**src/rtl/piece_move_validator.sv**
```systemverilog
// Owns the active piece's position/rotation and checks each spawn or move request
// against the 6x6 board window, committing or rejecting it two cycles later.
module piece_move_validator #(
  parameter  int BOARD_WIDTH  = 10,
  parameter  int BOARD_HEIGHT = 20,
  localparam int XW           = $clog2(BOARD_WIDTH),
  localparam int YW           = $clog2(BOARD_HEIGHT)
) (
  input  logic            clk,
  input  logic            reset,
  input  logic            spawn_valid,
  input  logic [XW-1:0]   spawn_x,
  input  logic            move_valid,
  input  logic [1:0]      move_op,
  output logic            move_ready,
  input  logic [15:0]     cur_mask,
  input  logic [15:0]     next_mask,
  input  logic [5:0][5:0] window,
  output logic [XW-1:0]   piece_x,
  output logic [YW-1:0]   piece_y,
  output logic [1:0]      piece_rot,
  output logic            piece_active,
  output logic            done,
  output logic            accepted,
  output logic            locked,
  output logic            game_over
);

  typedef enum logic [1:0] {ST_IDLE, ST_SAMPLE, ST_EVAL} state_e;
  typedef enum logic [1:0] {OP_LEFT, OP_RIGHT, OP_DOWN, OP_ROT_CW} move_op_e;

  state_e          state_q, state_d;
  logic            spawn_q, spawn_d;
  move_op_e        op_q, op_d;
  logic [5:0][5:0] window_q, window_d;
  logic [15:0]     cur_q, cur_d;
  logic [15:0]     next_q, next_d;
  logic [XW-1:0]   piece_x_q, piece_x_d;
  logic [YW-1:0]   piece_y_q, piece_y_d;
  logic [1:0]      piece_rot_q, piece_rot_d;
  logic            active_q, active_d;
  logic            game_over_q, game_over_d;

  // Board occupancy under each mask cell for every candidate offset, indexed like the mask.
  logic [15:0] occ_same, occ_left, occ_right, occ_down;
  logic [15:0] mask_sel, occ_sel;
  logic        guard, hit;

  for (genvar c = 0; c < 4; c++) begin : g_col
    for (genvar r = 0; r < 4; r++) begin : g_row
      assign occ_same[4*r+c]  = window_q[c+1][r+1];
      assign occ_left[4*r+c]  = window_q[c][r+1];
      assign occ_right[4*r+c] = window_q[c+2][r+1];
      assign occ_down[4*r+c]  = window_q[c+1][r+2];
    end
  end

  // NOTE: every signal written in an always_comb gets a default first, so no path leaves it unassigned and no latch is inferred.
  always_comb begin
    mask_sel = cur_q;
    occ_sel  = occ_same;
    guard    = 1'b0;
    if (!spawn_q) begin
      unique case (op_q)
        OP_LEFT: begin
          occ_sel = occ_left;
          guard   = (piece_x_q == '0);
        end
        OP_RIGHT: begin
          occ_sel = occ_right;
          guard   = (piece_x_q == XW'(BOARD_WIDTH - 1));
        end
        OP_DOWN: begin
          occ_sel = occ_down;
          guard   = (piece_y_q == YW'(BOARD_HEIGHT - 1));
        end
        OP_ROT_CW: mask_sel = next_q;
      endcase
    end
    hit = guard | (|(mask_sel & occ_sel));
  end

  always_comb begin
    state_d     = state_q;
    spawn_d     = spawn_q;
    op_d        = op_q;
    window_d    = window_q;
    cur_d       = cur_q;
    next_d      = next_q;
    piece_x_d   = piece_x_q;
    piece_y_d   = piece_y_q;
    piece_rot_d = piece_rot_q;
    active_d    = active_q;
    game_over_d = game_over_q;
    done        = 1'b0;
    accepted    = 1'b0;
    locked      = 1'b0;
    move_ready  = !reset && (state_q == ST_IDLE) && !spawn_valid && !game_over_q;

    unique case (state_q)
      ST_IDLE: begin
        if (spawn_valid && !game_over_q) begin
          spawn_d     = 1'b1;
          piece_x_d   = spawn_x;
          piece_y_d   = '0;
          piece_rot_d = '0;
          active_d    = 1'b1;
          state_d     = ST_SAMPLE;
        end else if (move_valid && move_ready && active_q) begin
          spawn_d = 1'b0;
          op_d    = move_op_e'(move_op);
          state_d = ST_SAMPLE;
        end
      end
      ST_SAMPLE: begin
        window_d = window;
        cur_d    = cur_mask;
        next_d   = next_mask;
        state_d  = ST_EVAL;
      end
      ST_EVAL: begin
        done    = 1'b1;
        state_d = ST_IDLE;
        if (spawn_q) begin
          if (hit) begin
            game_over_d = 1'b1;
            active_d    = 1'b0;
          end else begin
            accepted = 1'b1;
          end
        end else if (hit) begin
          if (op_q == OP_DOWN) begin
            locked   = 1'b1;
            active_d = 1'b0;
          end
        end else begin
          accepted = 1'b1;
          unique case (op_q)
            OP_LEFT:   piece_x_d   = piece_x_q - 1'b1;
            OP_RIGHT:  piece_x_d   = piece_x_q + 1'b1;
            OP_DOWN:   piece_y_d   = piece_y_q + 1'b1;
            OP_ROT_CW: piece_rot_d = piece_rot_q + 2'd1;
          endcase
        end
      end
      default: state_d = ST_IDLE;
    endcase

    // A reset landing in EVAL aborts the request without a visible pulse.
    if (reset) begin
      done     = 1'b0;
      accepted = 1'b0;
      locked   = 1'b0;
    end
  end

  // NOTE: sequential state uses non-blocking assignments so every flop samples its pre-edge value.
  always_ff @(posedge clk) begin
    if (reset) begin
      state_q     <= ST_IDLE;
      spawn_q     <= 1'b0;
      op_q        <= OP_LEFT;
      piece_x_q   <= '0;
      piece_y_q   <= '0;
      piece_rot_q <= '0;
      active_q    <= 1'b0;
      game_over_q <= 1'b0;
    end else begin
      state_q     <= state_d;
      spawn_q     <= spawn_d;
      op_q        <= op_d;
      piece_x_q   <= piece_x_d;
      piece_y_q   <= piece_y_d;
      piece_rot_q <= piece_rot_d;
      active_q    <= active_d;
      game_over_q <= game_over_d;
    end
  end

  // NOTE: the snapshot registers carry no reset; SAMPLE always writes them before EVAL reads them.
  always_ff @(posedge clk) begin
    window_q <= window_d;
    cur_q    <= cur_d;
    next_q   <= next_d;
  end

  assign piece_x      = piece_x_q;
  assign piece_y      = piece_y_q;
  assign piece_rot    = piece_rot_q;
  assign piece_active = active_q;
  assign game_over    = game_over_q;

endmodule

```
**config.mk**
```make
export PLATFORM = sky130hd
export DESIGN_NAME = piece_move_validator
export DESIGN_NICKNAME = d
export VERILOG_FILES = /design/src/rtl/piece_move_validator.sv
export SDC_FILE = /design/constraint.sdc
export NUM_CORES = 1
export LEC_CHECK = 0
export ABC_AREA = 0
export CAP_MARGIN = 20
export CORE_ASPECT_RATIO = 1.75
export CORE_UTILIZATION = 53
export DETAILED_ROUTE_END_ITERATION = 7
export PLACE_DENSITY = 0.9
export SLEW_MARGIN = 5
export SYNTH_ARGS = -nofsm -noshare
export SYNTH_HDL_FRONTEND = slang
export SYNTH_SLANG_ARGS = --single-unit
```
**constraint.sdc**
```tcl
create_clock -name clk -period 10.7 [get_ports clk]
set_clock_uncertainty 0.1 [all_clocks]
set_input_delay 2.675 -clock clk [delete_from_list [all_inputs] [get_ports clk]]
set_output_delay 2.675 -clock clk [all_outputs]
set_load 0.02 [all_outputs]
```
Word-level counts from Yosys, hierarchy flattened

Index checks and enable logic that the tools add are counted.

Add/subtract/negate cells: 4
Equality and inequality tests: 16
Muxes and demuxes: 42
Bitwise gates (word level): 3
Reduce and logical (&&, ||, !) cells: 22

Operators by type and width:

| cell                  | count |
|---|---|
| $mux W16              | 3 |
| $pmux W16 S3          | 1 |
| $mux W5               | 4 |
| $mux W1               | 18 |
| $and A16 B16 Y16      | 1 |
| $pmux W4 S2           | 2 |
| $reduce_or A16 Y1     | 1 |
| $reduce_and A5 Y1     | 3 |
| $mux W2               | 6 |
| $mux W4               | 3 |
| $ne A2 B2 Y1 const B  | 5 |
| $pmux W5 S2           | 1 |
| $pmux W2 S2           | 2 |
| $eq A2 B2 Y1 const B  | 3 |
| $logic_and A1 B1 Y1   | 6 |
| $ne A3 B1 Y1 const B  | 2 |
| $reduce_and A3 Y1     | 2 |
| $add A5 B1 Y5 const B | 1 |
| $eq A5 B5 Y1 const B  | 1 |
| $add A4 B1 Y4 const B | 1 |
| $eq A2 B1 Y1 const B  | 2 |
| $eq A4 B4 Y1 const B  | 1 |
| $logic_not A2 Y1      | 2 |
| $logic_not A4 Y1      | 1 |
| other kinds (12)      | 15 |

Flip-flop bits (word level): 84
Word-level logic and storage cells: 103

Logic depth before layout (Yosys ltp)

Gate-level depths: netlist of the first run.

Word-level depth: 10
Mapped depth: 13
Depth with buffers taken out: 10

Least setup slack after synthesis of the first run

No wires, ideal clock.

Path type: input -> output
Start: input port reset
End: output port locked
Data arrival time: 3.669 ns
Data required time: 7.925 ns
Slack: 4.256 ns
Stages on the path: 4
Buffers on the path: 1
Path through: clkbuf_1 > nor2_1 > nand2_1 > nor2_1

Cells in the longest elaborated chain, start to end: 1

RTL lines:

| item            | RTL line | text |
|---|---|---|
| start, declared | 10       | `input logic reset,` |
| $mux W1         | 150      | `if (reset) begin` |
| end, declared   | 25       | `output logic locked,` |

Every way passes these cells.

Worst setup path after layout of the first run

Ends and elaborated chain as after synthesis.

==> results.py, run 1 <==
metrics = {
    "critical_path": {
        "cp-start-kind": "input port",
        "reg2reg_slack_ns": 7.15,
        "required_ns": 7.93,
        "cp_max_fo": 19,
        "critPathKind": "input port to output pin",
        "arrival_ns": 4.63,
        "end_kind": "output pin",
    },
    "synthesis": {
        "syn_nets": 404,
        "ys_seq_area_frac": 0.586,
        "synth_area_leaders": "edfxtp_1, dfxtp_1, nand3_1, a21oi_1, o21ai_0",
        "syn_area_per_cell_um2": 11.5,
        "synthCells": 322,
        "synthArstFlopShare": 0,
        "yosysMostFrequentCell": "edfxtp_1",
        "synth_top_area_share": 0.489,
        "synthesis.area_um2": 3690,
        "yosys.cell_types.count": 59,
        "synth_area_leader_cell": "edfxtp_1",
        "yosysWarnings": 0,
        "synth_edf_count": 60,
        "synth_common_cells": "edfxtp_1, nand3_1, a21oi_1, nand2_1",
        "synth_seq_cells": 78,
        "synth_flop_cell": "edfxtp_1",
    },
    "routing": {
        "firstDrtPassIters": 5,
        "wl_um": 8770,
        "drtIter0Drc": 258,
        "wl_per_cell_um": 17.8,
        "ant_nets": 0,
        "detailroute.via_count": 2948,
        "drc": 0,
        "via_per_inst": 5.97,
    },
    "clock_network": {
        "clock_latency_ns": 0.34,
        "clk_pin_slew_ns": 0.05,
        "cts_made_buffers": 9,
        "cts.sinks": 78,
        "post_cts_buffers": 0,
        "hold_buffers": 0,
        "clock-root-buffer": "clkbuf_16",
        "cts.repair.resized": 0,
        "cts_tree": "built",
        "cts_max_level": 3,
        "clockBufferDepth": 2,
    },
    "cells_and_area": {
        "regArea_um2": 2160,
        "area_growth_pct": 31.7,
        "stdcell_area_um2": 4850,
        "diodes": 0,
        "nets": 489,
        "fillers": 503,
        "multiInputGateArea_um2": 1400,
        "stdcell_count": 494,
        "layout-drive-gt1-share": 0.0752,
    },
    "timing": {
        "rsz0062_at_grt": "false",
        "hold_violations": 0,
        "setup_violations": 0,
        "max_slew.worst_pin.slew_ns": 1.05,
        "fin_crit_ns": 7.41,
        "max_slew_margin": 0.280,
        "finalCritPeriodShare": 0.692,
        "slew_viol_final": 0,
        "fin_setup_tns_ns": 0,
        "fmax_mhz": 135,
        "hold_ws_ns": 0.417,
    },
    "floorplanning": {
        "dieArea_um2": 7310,
        "start_util": 0.556,
        "core_area_um2": 6640,
        "die_y_um": 112,
        "die_w_um": 65.1,
        "rows": 39,
        "pin_count": 95,
    },
    "power": {
        "internal_power_mw": 0.572,
        "p_sw_mw": 0.170,
        "clock_power_share": 0.387,
        "irDropWorstVdd_mv": 0.127,
        "switching_share": 0.229,
        "comb_power_share": 0.124,
        "p_per_area_nw_per_um2": 153,
        "leakagePower_nw": 1.65,
        "p_seq_frac": 0.489,
        "power_mw": 0.742,
    },
    "global_route": {
        "grt.overflow.total": 0,
        "track_usage": 0.267,
        "grt_first_pass_wirelength_um": 14200,
        "antenna_found_initial": 0,
        "grt_pass1_vias": 3110,
        "grt_max_degree": 62,
    },
    "place": {
        "place_congestion": 0.900,
        "dp_hpwl_um": 6570,
        "dp.cells": 478,
        "placed_cell_area_um2": 4570,
        "io_buffer_count": 86,
    },
    "outcome": {
        "outcome": "complete, no violations",
    },
    "run": {
        "max-cap-violations": 0,
    },
    "min_path": {
        "holdCritPathClass": "flop to flop",
    },
}
-- cells in the final DEF, fill, tap and decap left out, types with 2 or more instances in the layout --
cell type,n
buf_4,2
nor4_2,2
nand3_1,24
o31ai_1,3
or3_1,5
o21ai_1,3
clkinv_2,2
clkinv_1,4
nand4_1,5
a211oi_1,7
a31oi_1,5
or4_1,3
a21oi_1,23
edfxtp_1,60
mux2i_1,6
a21boi_1,2
nor3_1,2
a2bb2oi_1,2
nand2b_1,5
dfxtp_1,18
o21ai_0,19
nor2b_1,14
mux2_2,4
and3_1,2
nand2_1,23
ha_1,3
clkdlybuf4s50_1,86
and2_1,3
inv_1,10
o22ai_1,2
clkbuf_16,9
nor2_1,19
a22oi_1,5
a2111oi_0,2
-- area by class of cell --
class                   instances  area share
multi-input cells             220       0.288
repair buffers                 88       0.180
clock buffers                   9      0.0464
flip-flops and latches         78       0.445
clock inverters                 7      0.0113
inverters                      10     0.00773
well taps                      82      0.0211
-- worst paths after layout --
check,from,to,cells after the start
max reg2reg,op_q[1]$_SDFFE_PP0P_,piece_x[0]$_SDFFE_PP0P_,9
min,piece_y[3]$_SDFFE_PP0P_,piece_y[3]$_SDFFE_PP0P_,2
min reg2reg,piece_y[3]$_SDFFE_PP0P_,piece_y[3]$_SDFFE_PP0P_,2
max,reset,locked,5
-- cell families (layout without fill, tap and decap cells) --
| family | after synthesis | in the layout | synth area share |
|---|---|---|---|
| flops | 78 | 78 | 0.586 |
| compound gates | 91 | 91 | 0.166 |
| fa+ha+maj | 4 | 4 | 0.0156 |
| mux | 10 | 10 | 0.0285 |
| buf+inv | 24 | 114 | 0.0370 |
| xor+xnor | 2 | 2 | 0.00475 |
| simple gates | 113 | 113 | 0.162 |
-- sequential cells by signal, summed over array words and instances (netlist names) --
name,cells
cur_q,16
game_over,1
next_q,16
occ_down,16
occ_left,7
occ_right,5
op_q,2
piece_active,1
piece_rot,2
piece_x,4
piece_y,5
spawn_q,1
state_q,2
-- through the flow --
stage                      util  setup slack (ns)
after global placement    0.689              3.33
after detailed placement  0.689              3.31
after CTS                 0.732              3.31
final                     0.732              3.29
after global routing      0.732              3.16
after floorplan               -              4.26
-- layer usage --
metal  global-route usage  part of all wire  vias to the layer above  wire length [um]
li1                     -                 -                     1398                 -
met1                0.252              0.33                     1391              2890
met2                0.478              0.57                      126              5040
met3               0.0630             0.052                       33               456
met4                0.206             0.044                        0               385
met5                    0                 0                        -                 0
-- power groups by stage --
stage	Clock, mW	Sequential (mW)	Combinational (mW)
final	0.287	0.363	0.0917
after global routing	0.307	0.364	0.101
after CTS	0.293	0.362	0.0918
after detailed placement	0	0.368	0.0914
after global placement	0	0.367	0.0894
after floorplan	0	0.365	0.0491
-- worst max-delay path, stage by stage --
cell and delay [ns]:
clkdlybuf4s50_1 0.75, nor2_1 0.41, nand2_1 0.09, nor2_1 0.10, clkdlybuf4s50_1 0.60
Note: power is estimated with default switching activity, not from simulation.
==> run 2: changes to the inputs <==
--- a/config.mk
+++ b/config.mk
@@ -8,9 +8,9 @@
 export ABC_AREA = 0
 export CAP_MARGIN = 20
 export CORE_ASPECT_RATIO = 1.75
-export CORE_UTILIZATION = 53
+export CORE_UTILIZATION = 44
 export DETAILED_ROUTE_END_ITERATION = 7
-export PLACE_DENSITY = 0.9
+export PLACE_DENSITY = 0.8
 export SLEW_MARGIN = 5
 export SYNTH_ARGS = -nofsm -noshare
 export SYNTH_HDL_FRONTEND = slang
==> constraint.sdc (replaced) <==
create_clock -name clk -period 6.35 [get_ports clk]
set_clock_uncertainty 0.1 [all_clocks]
set_input_delay 1.5875 -clock clk [delete_from_list [all_inputs] [get_ports clk]]
set_output_delay 1.5875 -clock clk [all_outputs]
set_load 0.02 [all_outputs]
==> run 2 against run 1 <==
Against the previous run:
- sequential share of layout area fell by 0.080 points
- first-iteration DRC count fell by 16%
- hold slack got worse by 0.018 ns
- die area rose by 20%
- clock power rose by 61%
- total power is 66% higher
- setup slack got worse by 2.3 ns
- highest routed layer unchanged
- final cell count rose by 2.0%
- critical path depth rose by 3
- the flow now finishes with violations (design-rule violations)
- non-clock buffer count grew 2
- utilization decreased by 12 points
==> results.py, run 2 (synthesis results as in run 1) <==
metrics = {
    "outcome": {
        "outcome": "finished, violations left",
        "violations": "design-rule violations",
    },
    "routing": {
        "detailroute.via_count": 2953,
        "drc": 7,
        "via_per_inst": 5.86,
        "drtIter0Drc": 218,
        "wl_per_cell_um": 18.1,
        "wl_um": 9120,
        "ant_nets": 0,
        "firstDrtPassIters": 7,
    },
    "cells_and_area": {
        "diodes": 0,
        "stdcell_count": 504,
        "nets": 491,
        "most-common-layout-cells": "clkdlybuf4s50_1, edfxtp_1, nand3_1",
        "final_common_cell": "clkdlybuf4s50_1",
        "area_growth_pct": 31.9,
        "fillers": 651,
        "layout-drive-gt1-share": 0.0797,
    },
    "clock_network": {
        "cts_made_buffers": 9,
        "cts.repair.resized": 0,
        "clock_latency_ns": 0.34,
        "clk_pin_slew_ns": 0.05,
        "cts_tree": "built",
        "cts_max_level": 3,
        "clockBufferDepth": 2,
        "post_cts_buffers": 0,
        "clock-root-buffer": "clkbuf_16",
        "cts.sinks": 78,
        "hold_buffers": 0,
    },
    "min_path": {
        "hold_depth": 2,
        "hold_start": "piece_y[4]$_SDFFE_PP0P_",
        "min_to": "piece_y[4]$_SDFFE_PP0P_",
        "holdCritPathClass": "flop to flop",
    },
    "global_route": {
        "grt_pass1_vias": 2954,
        "grt_max_degree": 62,
        "antenna_found_initial": 0,
        "grt.overflow.total": 0,
        "track_usage": 0.224,
        "grt_first_pass_wirelength_um": 14300,
    },
    "timing": {
        "fmax_mhz": 188,
        "hold_violations": 0,
        "finalCritPeriodShare": 0.839,
        "setup_violations": 0,
        "rsz0062_at_grt": "false",
        "max_slew.worst_pin.slew_ns": 0.908,
        "fin_setup_tns_ns": 0,
        "slew_viol_final": 0,
        "hold_ws_ns": 0.400,
        "max_slew_margin": 0.379,
        "fin_crit_ns": 5.33,
        "fin_ws_ns": 1.02,
    },
    "power": {
        "irDropWorstVdd_mv": 0.160,
        "power_mw": 1.23,
        "leakagePower_nw": 1.65,
        "p_per_area_nw_per_um2": 252,
    },
    "floorplanning": {
        "die_y_um": 123,
        "dieArea_um2": 8760,
        "pin_count": 95,
        "core_area_um2": 8020,
        "rows": 43,
        "start_util": 0.460,
        "die_w_um": 71.2,
    },
    "critical_path": {
        "critPathKind": "flop to output pin",
        "crit_path_frequent_cell": "and2_1",
        "required_ns": 4.66,
        "reg2reg_slack_ns": 2.76,
        "max_stage_delay_ns": 0.88,
        "end_kind": "output pin",
        "crit_slowest_cell": "dfxtp_1",
        "critPathTopFamily": "simple AND/OR/NAND/NOR gates",
        "path_buf_inv": 1,
        "arrival_ns": 3.64,
        "cp_max_fo": 24,
        "cp-start-kind": "flop",
        "crit_chain": "and2_1 > o211ai_1 > nand3_1 > o311a_1 > nand4_2 > a211oi_4 > and2_1 > clkdlybuf4s50_1",
        "reg2reg_depth": 9,
        "r2r_end": "piece_x[0]$_SDFFE_PP0P_",
        "r2r-start": "op_q[0]$_SDFFE_PP0P_",
    },
    "place": {
        "pre_cts_slack_ns": 1.32,
        "place_congestion": 0.912,
        "dp.cells": 488,
        "dp_hpwl_um": 6920,
        "io_buffer_count": 86,
    },
    "run": {
        "max-cap-violations": 0,
    },
}
## run 2: cell count changes in the layout (fill, tap and decap cells not counted)
cell / delta
clkbuf_8: +1
clkinv_1: -4
clkbuf_1: +4
buf_4: +2
bufinv_16: -1
## run 2: worst max-delay path by stage
stage	from	endpoint	slack, ns	depth (start not counted)
after floorplan	reset	locked	2.08	4
after global placement	reset	locked	1.33	5
after detailed placement	reset	locked	1.32	5
after CTS	op_q[0]$_SDFFE_PP0P_	locked	1.02	9
after global routing	op_q[0]$_SDFFE_PP0P_	locked	0.75	9
final	op_q[0]$_SDFFE_PP0P_	accepted	1.02	8
## run 2: metal layers
metal | track usage | wire (um) | vias to the layer above
met4 | 0.136 | 342 | 0
met3 | 0.0456 | 422 | 24
met1 | 0.212 | 3110 | 1410
met2 | 0.432 | 5260 | 118
li1 | - | - | 1401
met5 | 0 | 0 | -
## run 2: area by class of cell
| cell class | instances | area, um^2 | share of cell area |
|---|---|---|---|
| multi-input combinational | 220 | 1400 | 0.287 |
| sequential | 78 | 2160 | 0.445 |
| tap | 90 | 113 | 0.0232 |
| timing repair buffer | 90 | 891 | 0.183 |
| clock buffer | 14 | 254 | 0.0522 |
| clock inverter | 2 | 10.0 | 0.00206 |
| inverter | 10 | 37.5 | 0.00772 |
## run 2: metrics by stage
step,instance area (um^2),utilization
2_1_floorplan,3690,-
3_3_place_gp,4600,0.574
3_5_place_dp,4600,0.574
4_1_cts,4860,0.607
5_1_grt,4860,0.607
6_report,4860,0.607
## run 2: where the power goes
group / switching [mW] / total [mW] / internal (mW)
clock: 0.186 / 0.461 / 0.274
combinational: 0.0755 / 0.157 / 0.0815
sequential: 0.0240 / 0.610 / 0.586
## run 2: worst register-to-register path, cell delays in order (launching register included)
cell	delay [ns]
dfxtp_1	0.88
and2_1	0.69
o211ai_1	0.19
nand3_1	0.15
o311a_1	0.22
nand3_1	0.12
nor3_2	0.40
o211ai_2	0.19
or4_1	0.49
o31ai_1	0.07
==> run 3: changes to the inputs <==
==> constraint.sdc (replaced) <==
create_clock -name clk -period 4.3 [get_ports clk]
set_clock_uncertainty 0.1 [all_clocks]
set_input_delay 1.075 -clock clk [delete_from_list [all_inputs] [get_ports clk]]
set_output_delay 1.075 -clock clk [all_outputs]
set_load 0.02 [all_outputs]
==> run 3 against run 2 <==
Against the previous run:
- the run still ends with design-rule violations left
- setup slack worse by 0.85 ns
- wire length up 4.1%
- combinational power up 55%
- total power up 57%
- via count up 0.58%
- final cell count up 1.4%
- utilization up 1.5 points
- clock power up 72%
- design area up 2.4%
- critical endpoint unchanged
- largest power group unchanged
==> results.py, run 3 (synthesis results as in run 1) <==
metrics = {
    "clock_network": {
        "cts_tree": "built",
        "cts_made_buffers": 9,
        "cts_max_level": 3,
        "clockBufferDepth": 2,
        "post_cts_buffers": 0,
        "cts.sinks": 78,
        "hold_buffers": 0,
        "clock_latency_ns": 0.34,
        "clk_pin_slew_ns": 0.06,
        "clock-root-buffer": "clkbuf_16",
    },
    "global_route": {
        "top_usage_layer": "met2",
        "grt_pass1_vias": 3043,
        "use_met2": 0.452,
        "grtUsageMet1": 0.230,
        "grt_max_degree": 38,
        "grt.overflow.total": 0,
        "antenna_found_initial": 0,
        "grt_first_pass_wirelength_um": 15000,
        "track_usage": 0.232,
        "gr-usage-met3": 0.0424,
    },
    "floorplanning": {
        "die_w_um": 71.2,
        "die_y_um": 123,
        "core_area_um2": 8020,
        "start_util": 0.460,
        "pin_count": 95,
        "rows": 43,
        "dieArea_um2": 8760,
    },
    "routing": {
        "wl_um": 9500,
        "detailroute.via_count": 2970,
        "firstDrtPassIters": 8,
        "wl_per_cell_um": 18.6,
        "drtIter0Drc": 186,
        "ant_nets": 0,
        "drc": 7,
        "via_per_inst": 5.81,
    },
    "timing": {
        "hold_ws_ns": 0.415,
        "setup_violations": 0,
        "fin_ws_ns": 0.173,
        "fin_crit_ns": 4.13,
        "hold_violations": 0,
        "max_slew.worst_pin.slew_ns": 0.755,
        "finalCritPeriodShare": 0.960,
        "fin_setup_tns_ns": 0,
        "max_slew_margin": 0.495,
        "fmax_mhz": 242,
        "slew_viol_final": 0,
    },
    "power": {
        "p_per_area_nw_per_um2": 388,
        "internal_power_mw": 1.50,
        "comb_power_share": 0.126,
        "leakagePower_nw": 1.70,
        "p_sw_mw": 0.436,
        "power_mw": 1.93,
        "clock_power_share": 0.410,
        "switching_share": 0.226,
        "irDropWorstVdd_mv": 0.265,
        "p_seq_frac": 0.464,
    },
    "critical_path": {
        "end_kind": "output pin",
        "arrival_ns": 2.95,
        "cp_max_fo": 37,
        "cp-start-kind": "flop",
        "reg2reg_depth": 10,
        "critPathKind": "flop to output pin",
        "required_ns": 3.12,
    },
    "place": {
        "place_congestion": 0.915,
        "placed_cell_area_um2": 4660,
        "dp_hpwl_um": 7100,
        "io_buffer_count": 86,
        "pre_cts_slack_ns": 0.363,
        "dp.cells": 495,
    },
    "cells_and_area": {
        "stdcell_count": 511,
        "final_util": 0.622,
        "nets": 498,
        "stdcell_area_um2": 4980,
        "most-common-layout-cells": "clkdlybuf4s50_1, edfxtp_1, nand3_1",
        "diodes": 0,
        "layout-drive-gt1-share": 0.105,
        "area_growth_pct": 35.1,
        "final_common_cell": "clkdlybuf4s50_1",
    },
    "outcome": {
        "outcome": "finished, violations left",
        "violations": "design-rule violations",
    },
    "min_path": {
        "hold_depth": 2,
        "holdCritPathClass": "flop to flop",
    },
    "run": {
        "max-cap-violations": 0,
    },
}
## run 3: cell types whose count changed in the layout (fill, tap and decap cells not counted), moves of 2 or more
cell        previous run  this run
buf_4                  4        10
bufinv_16              0         2
clkbuf_1               4         1
clkinv_2               2         0
clkinvlp_4             0         3
## run 3: per-layer routing
metal	vias up	wire, um
met5	-	0
met4	0	271
met3	21	374
met2	108	5610
met1	1429	3250
li1	1412	-
## run 3: worst max-delay path: stages (launching register included)
cell	delay, ns
dfxtp_1	0.37
buf_12	0.21
nand2_1	0.26
a211oi_1	0.38
o311a_1	0.25
nand4_2	0.13
a211oi_4	0.21
and2_1	0.18
clkdlybuf4s50_1	0.61
## run 3: power groups by stage
stage                     combinational [mW]  sequential [mW]  clock [mW]
after global routing                   0.265            0.901       0.840
after detailed placement               0.242            0.913           0
after CTS                              0.244            0.897       0.807
after floorplan                        0.122            0.908           0
final                                  0.243            0.898       0.793
after global placement                 0.238            0.911           0
## run 3: path summary, 6_finish.rpt
check / start / endpoint / slack, ns
worst max-delay path: op_q[0]$_SDFFE_PP0P_ / accepted / 0.17
worst min-delay path: piece_y[4]$_SDFFE_PP0P_ / piece_y[4]$_SDFFE_PP0P_ / 0.41
worst max register to register: op_q[1]$_SDFFE_PP0P_ / piece_x[0]$_SDFFE_PP0P_ / 1.29
worst min register to register: piece_y[4]$_SDFFE_PP0P_ / piece_y[4]$_SDFFE_PP0P_ / 0.41
## run 3: final cells by class
| class | count | area, um^2 |
|---|---|---|
| fillers | 655 | 3030 |
| repair buffers | 97 | 956 |
| multi-input cells | 220 | 1400 |
| inverters | 10 | 37.5 |
| flip-flops and latches | 78 | 2160 |
| well taps | 90 | 113 |
| clock inverters | 6 | 86.3 |
| clock buffers | 10 | 229 |
## run 3: what timing repair did
| item | 4_1_cts | 5_1_grt |
|---|---|---|
| gates resized for setup | 1 | 1 |
| setup endpoints to repair | 1 | 1 |
| gates cloned | 0 | 0 |
| pin swaps | 0 | 0 |
